<file path="src/rtl/reservation_station.sv">
// Single-entry reservation station: captures one instruction, waits on CDB operands, issues to the FU, holds the result until retired.
// Latency: dispatch to done in 3 edges minimum (accept, issue handshake, fu_done); operands ready on the capturing edge.
// Backpressure: dispatch_ready only in IDLE; ISSUE holds until fu_issue_ready; DONE holds until retire.
module reservation_station #(
  parameter int DATA_WIDTH = 64,
  parameter int TAG_WIDTH  = 3,
  parameter int OP_WIDTH   = 4,
  parameter int STATION_ID = 0
) (
  input  logic                  clk,
  input  logic                  rst_n,
  input  logic                  dispatch_valid,
  output logic                  dispatch_ready,
  input  logic [OP_WIDTH-1:0]   dispatch_op,
  input  logic                  dispatch_src1_ready,
  input  logic [DATA_WIDTH-1:0] dispatch_src1_value,
  input  logic [TAG_WIDTH-1:0]  dispatch_src1_tag,
  input  logic                  dispatch_src2_ready,
  input  logic [DATA_WIDTH-1:0] dispatch_src2_value,
  input  logic [TAG_WIDTH-1:0]  dispatch_src2_tag,
  input  logic                  cdb_valid,
  input  logic [TAG_WIDTH-1:0]  cdb_rs_id,
  input  logic [DATA_WIDTH-1:0] cdb_result,
  output logic                  fu_issue_valid,
  input  logic                  fu_issue_ready,
  output logic [OP_WIDTH-1:0]   fu_op,
  output logic [DATA_WIDTH-1:0] fu_a,
  output logic [DATA_WIDTH-1:0] fu_b,
  input  logic                  fu_done,
  input  logic [DATA_WIDTH-1:0] fu_result,
  output logic                  done,
  output logic [DATA_WIDTH-1:0] result,
  input  logic                  retire
);

  // The station's own tag must be representable on the CDB rs_id field.
  if (STATION_ID < 0 || STATION_ID >= (1 << TAG_WIDTH)) begin : g_bad_station_id
    $error("STATION_ID does not fit in TAG_WIDTH bits");
  end

  typedef enum logic [2:0] {
    IDLE  = 3'd0,
    WAIT  = 3'd1,
    ISSUE = 3'd2,
    EXEC  = 3'd3,
    DONE  = 3'd4
  } state_t;

  state_t state_q, state_d;

  logic [OP_WIDTH-1:0]   op_q,       op_d;
  logic                  src1_rdy_q, src1_rdy_d;
  logic [DATA_WIDTH-1:0] src1_val_q, src1_val_d;
  logic [TAG_WIDTH-1:0]  src1_tag_q, src1_tag_d;
  logic                  src2_rdy_q, src2_rdy_d;
  logic [DATA_WIDTH-1:0] src2_val_q, src2_val_d;
  logic [TAG_WIDTH-1:0]  src2_tag_q, src2_tag_d;
  logic [DATA_WIDTH-1:0] result_q,   result_d;

  logic accept;
  logic disp_hit1, disp_hit2;
  logic wait_hit1, wait_hit2;

  // Dispatch handshake and CDB tag matches, both for the incoming instruction (bypass) and the held one.
  always_comb begin
    accept    = dispatch_valid && (state_q == IDLE);
    disp_hit1 = cdb_valid && (cdb_rs_id == dispatch_src1_tag);
    disp_hit2 = cdb_valid && (cdb_rs_id == dispatch_src2_tag);
    wait_hit1 = cdb_valid && !src1_rdy_q && (cdb_rs_id == src1_tag_q);
    wait_hit2 = cdb_valid && !src2_rdy_q && (cdb_rs_id == src2_tag_q);
  end

  // Operand/op/result next values: load on accept, capture from CDB only while waiting, result on fu_done in EXEC.
  always_comb begin
    op_d       = op_q;
    src1_rdy_d = src1_rdy_q;
    src1_val_d = src1_val_q;
    src1_tag_d = src1_tag_q;
    src2_rdy_d = src2_rdy_q;
    src2_val_d = src2_val_q;
    src2_tag_d = src2_tag_q;
    result_d   = result_q;
    case (state_q)
      IDLE: begin
        if (accept) begin
          op_d       = dispatch_op;
          src1_tag_d = dispatch_src1_tag;
          src2_tag_d = dispatch_src2_tag;
          src1_rdy_d = dispatch_src1_ready || disp_hit1;
          src2_rdy_d = dispatch_src2_ready || disp_hit2;
          src1_val_d = (!dispatch_src1_ready && disp_hit1) ? cdb_result : dispatch_src1_value;
          src2_val_d = (!dispatch_src2_ready && disp_hit2) ? cdb_result : dispatch_src2_value;
        end
      end
      WAIT: begin
        if (wait_hit1) begin
          src1_rdy_d = 1'b1;
          src1_val_d = cdb_result;
        end
        if (wait_hit2) begin
          src2_rdy_d = 1'b1;
          src2_val_d = cdb_result;
        end
      end
      EXEC: begin
        if (fu_done) begin
          result_d = fu_result;
        end
      end
      default: ;
    endcase
  end

  // Datapath registers; cleared by reset so an abandoned instruction leaves nothing behind.
  always_ff @(posedge clk or negedge rst_n) begin
    if (!rst_n) begin
      op_q       <= '0;
      src1_rdy_q <= 1'b0;
      src1_val_q <= '0;
      src1_tag_q <= '0;
      src2_rdy_q <= 1'b0;
      src2_val_q <= '0;
      src2_tag_q <= '0;
      result_q   <= '0;
    end else begin
      op_q       <= op_d;
      src1_rdy_q <= src1_rdy_d;
      src1_val_q <= src1_val_d;
      src1_tag_q <= src1_tag_d;
      src2_rdy_q <= src2_rdy_d;
      src2_val_q <= src2_val_d;
      src2_tag_q <= src2_tag_d;
      result_q   <= result_d;
    end
  end

  // State register.
  always_ff @(posedge clk or negedge rst_n) begin
    if (!rst_n) begin
      state_q <= IDLE;
    end else begin
      state_q <= state_d;
    end
  end

  // Next state and handshake outputs; readiness uses post-capture operand bits so WAIT->ISSUE costs no extra cycle.
  always_comb begin
    state_d        = state_q;
    dispatch_ready = 1'b0;
    fu_issue_valid = 1'b0;
    done           = 1'b0;
    case (state_q)
      IDLE: begin
        dispatch_ready = 1'b1;
        if (accept) begin
          state_d = (src1_rdy_d && src2_rdy_d) ? ISSUE : WAIT;
        end
      end
      WAIT: begin
        if (src1_rdy_d && src2_rdy_d) begin
          state_d = ISSUE;
        end
      end
      ISSUE: begin
        fu_issue_valid = 1'b1;
        if (fu_issue_ready) begin
          state_d = EXEC;
        end
      end
      EXEC: begin
        if (fu_done) begin
          state_d = DONE;
        end
      end
      DONE: begin
        done = 1'b1;
        if (retire) begin
          state_d = IDLE;
        end
      end
      default: state_d = IDLE;
    endcase
  end

  // FU operands come straight from the held operand registers, so they stay at the last latched values outside ISSUE.
  assign fu_op  = op_q;
  assign fu_a   = src1_val_q;
  assign fu_b   = src2_val_q;
  assign result = result_q;

endmodule

</file>
<file path="config.mk">
export PLATFORM = sky130hd
export DESIGN_NAME = reservation_station
export DESIGN_NICKNAME = d
export VERILOG_FILES = /design/src/rtl/reservation_station.sv
export SDC_FILE = /design/constraint.sdc
export NUM_CORES = 1
export LEC_CHECK = 0
export ABC_AREA = 1
export BUFFER_PORTS_ARGS = -buffer_cell sky130_fd_sc_hd__buf_2
export CORE_MARGIN = 8
export CORE_UTILIZATION = 30
export CTS_BUF_LIST = sky130_fd_sc_hd__clkbuf_2 sky130_fd_sc_hd__clkbuf_4 sky130_fd_sc_hd__clkbuf_8
export DETAILED_ROUTE_END_ITERATION = 10
export PLACE_DENSITY = 0.56
export SETUP_SLACK_MARGIN = 0.4
export SYNTH_ARGS = -nofsm -noshare
export SYNTH_HDL_FRONTEND = slang
export SYNTH_SLANG_ARGS = --single-unit
</file>
<file path="constraint.sdc">
create_clock -name clk -period 4.6 [get_ports clk]
set_input_delay 0.46 -clock clk [delete_from_list [all_inputs] [get_ports clk]]
set_output_delay 0.46 -clock clk [all_outputs]
set_load 0.01 [all_outputs]
</file>
==> results.sh, run 1 <==
export IMPL_start_util_pct=30.41
export IMPL_timing_fmax_mhz=369.1
export IMPL_path_cells="nor2_4 -> nand2_2 -> inv_2 -> nand2_4 -> nand2_2 -> buf_4 -> o211ai_1 -> nand2_1"
export IMPL_dp_hpwl_um=28130
export IMPL_tightest_slew_ns=1.042
export IMPL_tns_ns=0
export IMPL_rsz0062_at_grt="false"
export IMPL_vdd_drop_max_mv=0.3245
export IMPL_postCtsSetupRepairBufs=0
export IMPL_crit_buf_inv=2
export IMPL_synth_cells=1058
export IMPL_r2r_cells=8
export IMPL_cts_made_buffers=40
export IMPL_grt_max_degree=104
export IMPL_gr_total_overflow=0
export IMPL_cts_sinks=207
export IMPL_crit_path_end_kind="flop"
export IMPL_dr_pass1_iters=5
export IMPL_cap_violations=0
export IMPL_final_layout_size_suffix_gt1_share_pct=45.60
export IMPL_fin_worst_skew_ns=0.02146
export IMPL_grt_pass1_wl_um=58190
export IMPL_fp_dieH_um=200.4
export IMPL_critical_path_top_delay_family="simple AND/OR/NAND/NOR gates"
export IMPL_min_to="fu_op[3]"
export IMPL_p_leak_nw=7.367
export IMPL_timing_hold_ws_ns=0.1155
export IMPL_yosys_area_top_type="dfrtp_1"
export IMPL_worstPathRequired_ns=5.05
export IMPL_syn_to_final_growth_pct=34.44
export IMPL_status="finished clean"
export IMPL_h_tree_depth=2
export IMPL_num_vias=9186
export IMPL_critical_path_max_stage_delay_ns=0.79
export IMPL_track_usage_pct=17.96
export IMPL_relSlewSlack_pct=30.52
export IMPL_fp_dieW_um=200.4
export IMPL_path_class="flop to flop"
export IMPL_syn_area_per_cell_sq_um=9.638
export IMPL_finalSetupViolCount=0
export IMPL_rr_startpoint="state_q[2]"
export IMPL_nNetsFinal=1795
export IMPL_hold_path_startpoint="dispatch_op[3]"
export IMPL_cp_arrival_ns=3.16
export IMPL_clk_path_buf_depth=3
export IMPL_synth_area_leaders="dfrtp_1 51%, nand2_1 9.5%, o211ai_1 6.9%"
export IMPL_rows=67
export IMPL_avgRoutedWirePerCell_um=18.77
export IMPL_powerDensity_nw_per_um2=700.4
export IMPL_slew_violations=0
export IMPL_yosysWarnings=0
export IMPL_tritoncts="yes"
export IMPL_hold_path_cell_count=3
export IMPL_clk_pin_slew_ns=0.06
export IMPL_period_share_pct=58.89
export IMPL_yosysSeqAreaShare_pct=50.80
export IMPL_ios=477
export IMPL_drc=0
export IMPL_cp_max_fo=39
export IMPL_grt_pass1_vias=9541
export IMPL_hold_viol=0
export IMPL_r2r_end="fu_b[13]"
export IMPL_coreArea_sq_um=33530
export IMPL_ys_ff_latch=207
export IMPL_netlist_area_leader_share_pct=50.80
export IMPL_clock_latency_ns=0.53
export IMPL_gp_congestion=0.8039
export IMPL_postRouteAntennaNets=0
export IMPL_start_kind="flop"
export IMPL_syn_area_sq_um=10200
export IMPL_grt_antenna_before_repair=10
export IMPL_ff2ff_setup_slack_ns=1.89
export IMPL_synth_net_count=1336
export IMPL_die_area_sq_um=40150
export IMPL_first_iter_violations=414
export IMPL_drt_vias_per_instance=4.595
export IMPL_drt_total_wl_um=37520
export IMPL_layout_min_cycle_time_ns=2.709
export IMPL_power_w=0.009602
export IMPL_clock_root_buffer="clkbuf_8"
export IMPL_cp_slowest_cell="nand2_2"
export IMPL_critical_path_top_cell_by_count="nand2_2"
export IMPL_hold_class="input port to flop"
export IMPL_ys_types=31
export IMPL_io_buffers=476
[where the power goes]
group,switching (W),total [W],internal (W),leakage (nW)
combinational,0.00260,0.00436,0.00176,4.37
clock,0.000837,0.00202,0.00118,0.473
sequential,0.000483,0.00322,0.00274,2.52
total,0.00392,0.00960,0.00568,7.37
[cell families after synthesis]
logic type                Yosys count  synth area share (%)
DFF                               207                 50.80
AOI/OAI and AO/OA                 207                 16.13
and+or+nand+nor                   353                 14.42
xor gates and xnor gates            1               0.08591
muxes                              64                 8.172
buffers and inverters             226                 10.39
[cells in the mapped netlist]
| cell | n |
|---|---|
| nand2_4 | 1 |
| buf_4 | 17 |
| nand2_1 | 259 |
| a21boi_2 | 1 |
| nand3_2 | 2 |
| o21ai_1 | 31 |
| a21oi_1 | 1 |
| o211ai_1 | 94 |
| buf_8 | 4 |
| o211ai_2 | 34 |
| o21ai_0 | 16 |
| nor2_4 | 1 |
| buf_2 | 28 |
| mux2_4 | 30 |
| nor2_1 | 13 |
| mux2_1 | 1 |
| inv_1 | 146 |
| nor3_1 | 4 |
| o21ai_2 | 30 |
| mux2_2 | 33 |
| nor4_1 | 1 |
| buf_1 | 3 |
| nand3_1 | 68 |
| xnor2_1 | 1 |
| buf_6 | 9 |
| nor2_8 | 1 |
| nand3b_1 | 1 |
| nand2_2 | 2 |
| inv_2 | 8 |
| dfrtp_1 | 207 |
| clkbuf_1 | 11 |
[registers in the layout, indices dropped and copies added, names as in the netlist]
name,count
fu_a,64
fu_b,64
result,64
fu_op,4
src1_tag_q,3
src2_tag_q,3
state_q,3
src1_rdy_q,1
src2_rdy_q,1
[through the flow]
stage / instances / utilization [%] / setup WS (ns) / instance area (sq um)
floorplan: 1058 / - / 3.071 / 10200
global placement: 1922 / 38.19 / 1.929 / 12810
detailed placement: 1922 / 38.19 / 1.835 / 12810
CTS: 1994 / 40.85 / 1.803 / 13700
global route: 1999 / 40.88 / 1.646 / 13710
finish: 1999 / 40.88 / 1.891 / 13710
[worst max path at each step]
stage	from	to	cells after the start
2_1_floorplan	state_q[2]	fu_a[47]	8
6_report	state_q[2]	fu_b[13]	8
3_5_place_dp	state_q[2]	fu_b[13]	8
4_1_cts	state_q[2]	fu_b[12]	8
5_1_grt	state_q[0]	fu_b[12]	8
3_3_place_gp	state_q[2]	fu_b[16]	8
[layout make-up]
type,instances,area (sq um)
tap,448,560.5
clock buffer,58,760.7
timing repair buffer,489,2505
sequential,207,5180
antenna,5,12.51
inverter,154,578.1
fill,3452,19820
clock inverter,13,118.9
multi-input combinational,625,3994
[metal layers]
layer / share of wire [%] / vias up / global-route usage (%)
li1: - / 4406 / -
met1: 42 / 4409 / 22.19
met3: 6.9 / 44 / 5.293
met5: 0.15 / - / 0
met2: 49 / 317 / 30.45
met4: 1.4 / 10 / 4.284
[worst min-delay path, cell delays in order]
cell and delay [ns]:
buf_2 0.08, nand2_1 0.04, nand2_1 0.04
[cells in the final DEF (no fill, tap or decap), types with 2 or more instances in the layout]
master / instances
clkbuf_8: 52
buf_2: 475
nor3_1: 4
nand3_1: 68
clkinv_2: 10
o21ai_2: 28
o21ai_4: 3
o21ai_1: 30
mux2_4: 30
buf_4: 11
o211ai_1: 94
nor2_1: 13
nand2_2: 3
inv_1: 146
nand2_1: 257
o211ai_2: 34
nand2_4: 2
dfrtp_1: 207
nand3_2: 2
mux2_2: 33
clkbuf_4: 6
inv_2: 8
o21ai_0: 16
diode_2: 5
bufinv_16: 2
[timing repair]
item,in CTS,in global routing
gates resized for setup,0,0
endpoints found under the hold margin,2,0
hold buffers,1,0
(Power assumes the default switching activity.)
==> run 2: changes to the inputs <==
Clock period 4.6 ns to 2.6 ns, I/O delays scaled along.
==> results.sh, run 2 (synthesis results as in run 1) <==
export IMPL_status="finished clean"
export IMPL_r2r_cells=8
export IMPL_cap_violations=0
export IMPL_die_area_sq_um=40150
export IMPL_track_usage_pct=19.08
export IMPL_drt_total_wl_um=39690
export IMPL_cp_slowest_cell="dfrtp_1"
export IMPL_critical_path_depth=8
export IMPL_dp_hpwl_um=28400
export IMPL_path_cells="nor2_4 -> nand2_2 -> inv_2 -> nand2_4 -> o21ai_4 -> buf_12 -> o211ai_2 -> o21ai_2"
export IMPL_rows=67
export IMPL_syn_to_final_growth_pct=54.77
export IMPL_placedCellCount=1928
export IMPL_tns_ns=0
export IMPL_first_iter_violations=406
export IMPL_grt_max_degree=77
export IMPL_io_buffers=476
export IMPL_h_tree_depth=2
export IMPL_gp_congestion=0.8179
export IMPL_clock_root_buffer="clkbuf_8"
export IMPL_tritoncts="yes"
export IMPL_grt_pass1_vias=10630
export IMPL_grt_pass1_wl_um=61780
export IMPL_postRouteAntennaNets=0
export IMPL_path_class="flop to flop"
export IMPL_avgRoutedWirePerCell_um=18.06
export IMPL_hold_class="input port to flop"
export IMPL_nNetsFinal=1999
export IMPL_crit_buf_inv=2
export IMPL_p_seq_share_pct=33.3
export IMPL_layout_common_cells="475 x buf_2, 257 x nand2_1, 207 x dfrtp_1, 199 x dlygate4sd3_1, 146 x inv_1"
export IMPL_clk_pin_slew_ns=0.06
export IMPL_cts_made_buffers=40
export IMPL_pwr_share_clk_pct=19.4
export IMPL_drt_vias_per_instance=4.539
export IMPL_relSlewSlack_pct=67.63
export IMPL_hold_viol=0
export IMPL_fill_cells=3185
export IMPL_cts_sinks=207
export IMPL_p_switching_w=0.007023
export IMPL_num_vias=9977
export IMPL_vdd_drop_max_mv=0.6296
export IMPL_ios=477
export IMPL_fp_dieH_um=200.4
export IMPL_layoutNonFillerInstCount=2198
export IMPL_internal_power_w=0.01019
export IMPL_crit_path_end_kind="flop"
export IMPL_dr_pass1_iters=5
export IMPL_fin_worst_skew_ns=0.02324
export IMPL_layout_commonest_cell="buf_2"
export IMPL_slew_violations=0
export IMPL_powerDensity_nw_per_um2=1091
export IMPL_start_kind="flop"
export IMPL_hold_path_cell_count=3
export IMPL_clock_latency_ns=0.55
export IMPL_combinationalPowerShare_pct=47.3
export IMPL_rsz0062_at_grt="false"
export IMPL_timing_fmax_mhz=504.0
export IMPL_swShare_pct=40.79
export IMPL_clk_path_buf_depth=3
export IMPL_cp_max_fo=68
export IMPL_coreArea_sq_um=33530
export IMPL_cts_resized=0
export IMPL_layout_min_cycle_time_ns=1.984
export IMPL_critical_path_max_stage_delay_ns=0.44
export IMPL_period_share_pct=76.31
export IMPL_drc=0
export IMPL_fp_dieW_um=200.4
export IMPL_cts_hold_buf=199
export IMPL_finalSetupViolCount=0
export IMPL_worstPathRequired_ns=3.06
export IMPL_setup_slack_ns=0.6159
export IMPL_start_util_pct=30.41
export IMPL_gr_total_overflow=0
export IMPL_tightest_slew_ns=0.4856
export IMPL_pre_cts_ws_ns=0.5961
export IMPL_critical_path_top_delay_family="simple AND/OR/NAND/NOR gates"
export IMPL_final_layout_size_suffix_gt1_share_pct=40.49
export IMPL_p_leak_nw=8.225
export IMPL_postCtsSetupRepairBufs=0
export IMPL_grt_antenna_before_repair=8
export IMPL_cp_arrival_ns=2.45
[run 2: cell types whose count changed in the layout (fill, tap and decap cells not counted), moves of 3 or more]
cell | before | now
clkbuf_4 | 6 | 9
clkinv_2 | 10 | 7
clkbuf_8 | 52 | 49
dlygate4sd3_1 | 1 | 199
buf_12 | 1 | 10
buf_4 | 11 | 8
[run 2: stage by stage]
step	power (W)	utilization [%]	hold WS, ns	instance area [sq um]
2_1_floorplan	0.01065	-	-0.03559	10200
3_3_place_gp	0.01358	38.66	0.2222	12960
3_5_place_dp	0.01374	38.66	0.2159	12960
4_1_cts	0.01746	47.04	0.0006073	15770
5_1_grt	0.01847	47.07	0.01273	15780
6_report	0.01722	47.07	0.04218	15780
[run 2: power groups by stage]
stage	Combinational [W]	Clock, W	Sequential [W]
final	0.00814	0.00334	0.00573
after global routing	0.00892	0.00361	0.00594
after global placement	0.00788	0	0.00570
after detailed placement	0.00801	0	0.00573
after floorplan	0.00424	0	0.00641
after CTS	0.00826	0.00349	0.00571
[run 2: metal layers]
metal	vias to the layer above	GRT usage, %	wire [um]
met5	-	0	53
met4	8	7.227	1292
met3	78	5.583	2861
met2	381	32.42	19380
met1	4695	22.53	16110
li1	4815	-	-
[run 2: path summary, 6_finish.rpt]
check | from | to | slack [ns]
hold reg to reg | fu_op[0] | fu_op[0] | 0.49
max in group asynchronous | rst_n | fu_a[57] | 1.64
min in group asynchronous | rst_n | fu_a[42] | 0.24
setup reg to reg | state_q[2] | fu_a[43] | 0.62
hold / removal | dispatch_src1_value[36] | fu_a[36] | 0.04
setup / recovery | state_q[2] | fu_a[43] | 0.62
[run 2: area by class of cell]
class | instances | area (sq um) | share of cell area (%)
antenna | 4 | 10.01 | 0.06342
clock buffer | 58 | 742.0 | 4.701
timing repair buffer | 693 | 4644 | 29.43
multi-input combinational | 625 | 3994 | 25.31
sequential | 207 | 5180 | 32.82
tap | 448 | 560.5 | 3.552
inverter | 154 | 578.1 | 3.663
clock inverter | 9 | 73.82 | 0.4677
[run 2: worst register-to-register path: stages (launching register included)]
cell      delay [ns]
dfrtp_1         0.44
nor2_4          0.18
nand2_2         0.08
inv_2           0.09
nand2_4         0.22
o21ai_4         0.18
buf_12          0.34
o211ai_2        0.29
o21ai_2         0.09
